**config.mk**
```make
export PLATFORM = sky130hd
export DESIGN_NAME = filt_interp_linear_flat
export DESIGN_NICKNAME = d
export VERILOG_FILES = /design/src/rtl/filt_interp_linear_if.sv /design/src/rtl/filt_interp_linear.sv /design/src/flat_wrapper.sv
export SDC_FILE = /design/constraint.sdc
export NUM_CORES = 1
export LEC_CHECK = 0
export CAP_MARGIN = 0
export CORE_ASPECT_RATIO = 1.75
export CORE_MARGIN = 2
export CORE_UTILIZATION = 45
export CTS_CLUSTER_DIAMETER = 60
export DETAILED_ROUTE_END_ITERATION = 8
export PLACE_DENSITY = 0.72
export SYNTH_ARGS = -nofsm -noshare
export SYNTH_HDL_FRONTEND = slang
export SYNTH_SLANG_ARGS = --single-unit
```
**constraint.sdc**
```tcl
create_clock -name clk -period 9.1 [get_ports clk]
set_clock_uncertainty 0.15 [all_clocks]
set_input_delay 1.365 -clock clk [delete_from_list [all_inputs] [get_ports clk]]
set_output_delay 1.365 -clock clk [all_outputs]
set_load 0.1 [all_outputs]
```
**src/rtl/filt_interp_linear_if.sv**
```systemverilog
// rtl/filt_interp_linear_if.sv - input/output stream handshake bundle for filt_interp_linear
interface filt_interp_linear_if #(
    parameter int DATA_WIDTH = 16
);
    logic                  in_valid;
    logic                  in_ready;
    logic [DATA_WIDTH-1:0] data_in;
    logic                  out_valid;
    logic                  out_ready;
    logic [DATA_WIDTH-1:0] data_out;

    // master: the side that produces input samples and consumes outputs
    modport master (
        output in_valid, data_in, out_ready,
        input  in_ready, out_valid, data_out
    );

    // slave: the interpolator itself
    modport slave (
        input  in_valid, data_in, out_ready,
        output in_ready, out_valid, data_out
    );
endinterface

```
**src/rtl/filt_interp_linear.sv**
```systemverilog
// rtl/filt_interp_linear.sv - linear-interpolating upsampler, 2**INTERP_POWER outputs per input
module filt_interp_linear #(
    parameter int DATA_WIDTH   = 16,
    parameter int INTERP_POWER = 3
) (
    input  logic               clk,
    input  logic               rst,
    filt_interp_linear_if.slave bus
);
    localparam int AW = DATA_WIDTH + INTERP_POWER + 1;
    localparam logic [INTERP_POWER-1:0] LAST = '1;

    typedef enum logic {IDLE, RUN} state_t;

    state_t                         state_q, state_d;
    logic signed [DATA_WIDTH-1:0]   prev_q, cur_q, din, prev_eff;
    logic signed [DATA_WIDTH:0]     diff_q;
    logic signed [AW-1:0]           acc_q;
    logic [INTERP_POWER-1:0]        phase_q;
    logic                           last_phase, xfer, accept, rdy;

    assign din        = bus.data_in;
    assign last_phase = (phase_q == LAST);
    assign xfer       = (state_q == RUN) && bus.out_ready;
    assign rdy        = !rst && ((state_q == IDLE) ||
                                 ((state_q == RUN) && last_phase && bus.out_ready));
    assign accept     = bus.in_valid && rdy;

    // A load coinciding with the final transfer must ramp from the sample just finished.
    assign prev_eff   = (xfer && last_phase) ? cur_q : prev_q;

    assign bus.in_ready  = rdy;
    assign bus.out_valid = (state_q == RUN);
    assign bus.data_out  = DATA_WIDTH'(acc_q >>> INTERP_POWER);

    always_comb begin
        state_d = state_q;
        case (state_q)
            IDLE: if (accept) state_d = RUN;
            RUN:  if (xfer && last_phase) state_d = accept ? RUN : IDLE;
            default: state_d = IDLE;
        endcase
    end

    always_ff @(posedge clk) begin
        if (rst) state_q <= IDLE;
        else     state_q <= state_d;
    end

    always_ff @(posedge clk) begin
        if (rst) begin
            prev_q  <= '0;
            cur_q   <= '0;
            diff_q  <= '0;
            acc_q   <= '0;
            phase_q <= '0;
        end else begin
            if (xfer && last_phase) prev_q <= cur_q;
            if (accept) begin
                cur_q   <= din;
                diff_q  <= (DATA_WIDTH+1)'(din) - (DATA_WIDTH+1)'(prev_eff);
                acc_q   <= AW'(prev_eff) <<< INTERP_POWER;
                phase_q <= '0;
            end else if (xfer && !last_phase) begin
                acc_q   <= acc_q + AW'(diff_q);
                phase_q <= phase_q + INTERP_POWER'(1);
            end
        end
    end
endmodule

```
**src/flat_wrapper.sv**
```systemverilog
// flat-port wrapper written by rule: the top's interface ports become plain ports
module filt_interp_linear_flat 
#(
    parameter int DATA_WIDTH   = 16,
    parameter int INTERP_POWER = 3
)
  (clk, rst, bus_in_valid, bus_data_in, bus_out_ready, bus_in_ready, bus_out_valid, bus_data_out);
  filt_interp_linear_if #(.DATA_WIDTH(DATA_WIDTH)) bus_i ();
  input  logic clk;
  input  logic rst;
  input wire logic [$bits(bus_i.in_valid)-1:0] bus_in_valid;
  input wire logic [$bits(bus_i.data_in)-1:0] bus_data_in;
  input wire logic [$bits(bus_i.out_ready)-1:0] bus_out_ready;
  output wire logic [$bits(bus_i.in_ready)-1:0] bus_in_ready;
  output wire logic [$bits(bus_i.out_valid)-1:0] bus_out_valid;
  output wire logic [$bits(bus_i.data_out)-1:0] bus_data_out;
  assign bus_i.in_valid = bus_in_valid;
  assign bus_i.data_in = bus_data_in;
  assign bus_i.out_ready = bus_out_ready;
  assign bus_in_ready = bus_i.in_ready;
  assign bus_out_valid = bus_i.out_valid;
  assign bus_data_out = bus_i.data_out;
  filt_interp_linear #(.DATA_WIDTH(DATA_WIDTH), .INTERP_POWER(INTERP_POWER)) u_core (.clk(clk), .rst(rst), .bus(bus_i));
endmodule
```
==> impl_metrics.json <==
{
  "multiInputGateArea_sq_mm": 0.00275,
  "viasPerCell": 5.70,
  "synth-async-reset-ratio_pct": 0,
  "die-height_um": 136,
  "clock-sinks": 72,
  "tns_ps": 0,
  "post_dp_cell_area_sq_mm": 0.00482,
  "num-fill-cells": 901,
  "synth_area_sq_mm": 0.00448,
  "seq_area_frac_synth_pct": 32.1,
  "wl_um": 10500,
  "pin_count": 38,
  "final_max_slew_viol_count": 0,
  "cts_resized": 0,
  "fmax_mhz": 175,
  "r2r-start": "u_core.phase_q[0]",
  "route.detailed.drc": 0,
  "antenna_found_initial": 0,
  "place.gp.congestion": 0.930,
  "power_density_mw_per_mm2": 156,
  "seq_area_sq_mm": 0.00144,
  "placed_cells": 675,
  "maxCapViolCount": 0,
  "reg2reg_slack_ps": 4490,
  "cts_tree": "yes",
  "setup_viol": 0,
  "synth_most_common_cell": "dfxtp_1",
  "hpwlAfterDp_um": 7590,
  "relSlewSlack_pct": 30.5,
  "postSynthCellCount": 550,
  "clk_latency_ps": 340,
  "pre_cts_ws_ps": 3390,
  "final_area_sq_mm": 0.00509,
  "drt_iter0_markers": 201,
  "holdWs_ps": 307,
  "ys_ff_latch": 72,
  "drive_above_1_share_pct": 5.66,
  "yosysTopAreaCellShare_pct": 32.1,
  "synth_edf_count": 0,
  "arrival_ps": 4190,
  "synth.net_count": 604,
  "period_minus_slack_ps": 5700,
  "avgSynthCellArea_sq_um": 8.15,
  "path_class": "in -> out",
  "final_util_pct": 52.0,
  "cp-end-kind": "output port",
  "worstMarginPinSlew_ps": 1040,
  "diodes": 0,
  "cts_hold_buf": 0,
  "dr.pass1.iters": 5,
  "die_w_um": 79.5,
  "yosys-top-cells-area": "dfxtp_1 (32%), ha_1 (8.9%), nor2_1 (5.4%), nand2_1 (5.2%), a21oi_1 (4.1%)",
  "clkSlewWorstSetupHoldPaths_ps": 50,
  "path_max_fanout": 20,
  "ys_warn_count": 0,
  "rsz0062_at_grt": "false",
  "fin_crit_sh_pct": 62.7,
  "setup_ws_ps": 3400,
  "ys.flop_type": "dfxtp_1",
  "num_vias": 3930,
  "r2r_cells": 16,
  "hold_path.class": "reg -> reg",
  "worstPathRequired_ps": 7590,
  "cts_buffer_depth": 2,
  "grtUsageTotal_pct": 20.8,
  "syn2layout_area_growth_pct": 13.5,
  "whs_path_depth": 2,
  "status": "completed",
  "grt-ovfl-total": 0,
  "grt_pass1_vias": 3963,
  "synth_top_cell_by_area": "dfxtp_1",
  "dieArea_sq_mm": 0.0108,
  "total_power_mw": 0.795,
  "vdd_drop_max_mv": 0.112,
  "grt_pass1_wl_um": 17900,
  "post_cts_buffers": 0,
  "htreeDepth": 3,
  "grt_max_degree": 66,
  "start_util_pct": 45.8,
  "core_sq_mm": 0.00979,
  "post_synth_num_cell_types": 62,
  "nets": 615,
  "stdcell_count": 690,
  "numPortBuffers": 37,
  "start_kind": "input port",
  "hold_violations": 0,
  "whs_endpoint": "u_core.cur_q[10]",
  "avgRoutedWirePerCell_um": 15.2,
  "hp-start": "u_core.cur_q[10]",
  "synthTopCellsByCount": "dfxtp_1 (72), nor2_1 (64), nand2_1 (62)",
  "cts-root-buf": "clkbuf_16",
  "row_count": 48,
  "antenna_left": 0,
  "r2r-end": "u_core.diff_q[16]",
  "power_leakage_nw": 2.18,
  "numCtsBuffers": 9
}
cell type report:
type / instances / share of cell area (%)
Multi-Input combinational cell: 419 / 54.1
Inverter: 17 / 1.25
Tap cell: 125 / 3.07
Timing Repair Buffer: 42 / 8.01
Clock buffer: 15 / 5.26
Sequential cell: 72 / 28.3
worst max-delay path by stage:
| stage | from | endpoint | depth (start not counted) |
|---|---|---|---|
| final | bus_out_ready | bus_in_ready | 4 |
| after global routing | bus_out_ready | bus_in_ready | 4 |
| after CTS | bus_out_ready | bus_in_ready | 4 |
| after detailed placement | bus_out_ready | u_core.diff_q[16] | 15 |
| after global placement | bus_out_ready | bus_in_ready | 4 |
| after floorplan | bus_out_ready | u_core.diff_q[16] | 16 |
cell usage in the layout (no fill, tap or decap), drive strengths merged, types with 2 or more instances in the layout:
master / instances
dfxtp: 72
nor2: 64
nand2: 62
a21oi: 39
clkdlybuf4s50: 37
nand3: 34
ha: 32
o21ai: 30
mux2i: 18
inv: 17
xnor2: 16
a211oi: 15
clkbuf: 15
nor3: 11
a21o: 9
xor2: 7
and2: 5
nor2b: 5
a221oi: 5
buf: 5
o31ai: 5
o21a: 5
and3: 4
maj3: 4
nand4: 3
o21bai: 3
nor4: 3
o22ai: 3
or3: 3
a22oi: 3
or2: 3
nor3b: 2
o31a: 2
o41ai: 2
a31oi: 2
o211ai: 2
o221ai: 2
o311a: 2
fa: 2
and4: 2
per-layer routing:
layer,GRT usage (%),vias to the layer above,part of all wire (%),wire length (um)
li1,-,1978,-,-
met1,23.5,1831,41,4280
met2,37.2,98,52,5510
met3,4.32,23,4.3,455
met4,9.10,0,2.6,272
met5,0,-,0,0
registers in the layout, summed over array words and instances (netlist names):
name                  count
u_core.acc_q             19
u_core.diff_q            17
u_core.cur_q             16
u_core.prev_q            16
u_core.phase_q            3
u_core.bus.out_valid      1
kinds of logic after synthesis:
| kind of cell | count (synthesis) | synth area share [%] |
|---|---|---|
| buffers and inverters | 59 | 6.53 |
| AO/OA/AOI/OAI | 136 | 20.8 |
| flip-flops | 72 | 32.1 |
| multiplexers | 18 | 4.66 |
| AND/OR/NAND/NOR | 204 | 20.6 |
| adder cells (fa/ha/maj) | 38 | 10.7 |
| XOR/XNOR | 23 | 4.49 |
power breakdown:
group          internal, mW  switching, mW
Clock                 0.198          0.127
Combinational        0.0477         0.0817
Sequential            0.330        0.00988
Total                 0.576          0.219
worst max-delay path, stage by stage:
cell	delay (ps)
clkdlybuf4s50_1	520
nand3_2	590
a21oi_1	500
clkdlybuf4s50_1	1200
No activity file was read; power rests on OpenSTA's default activity.
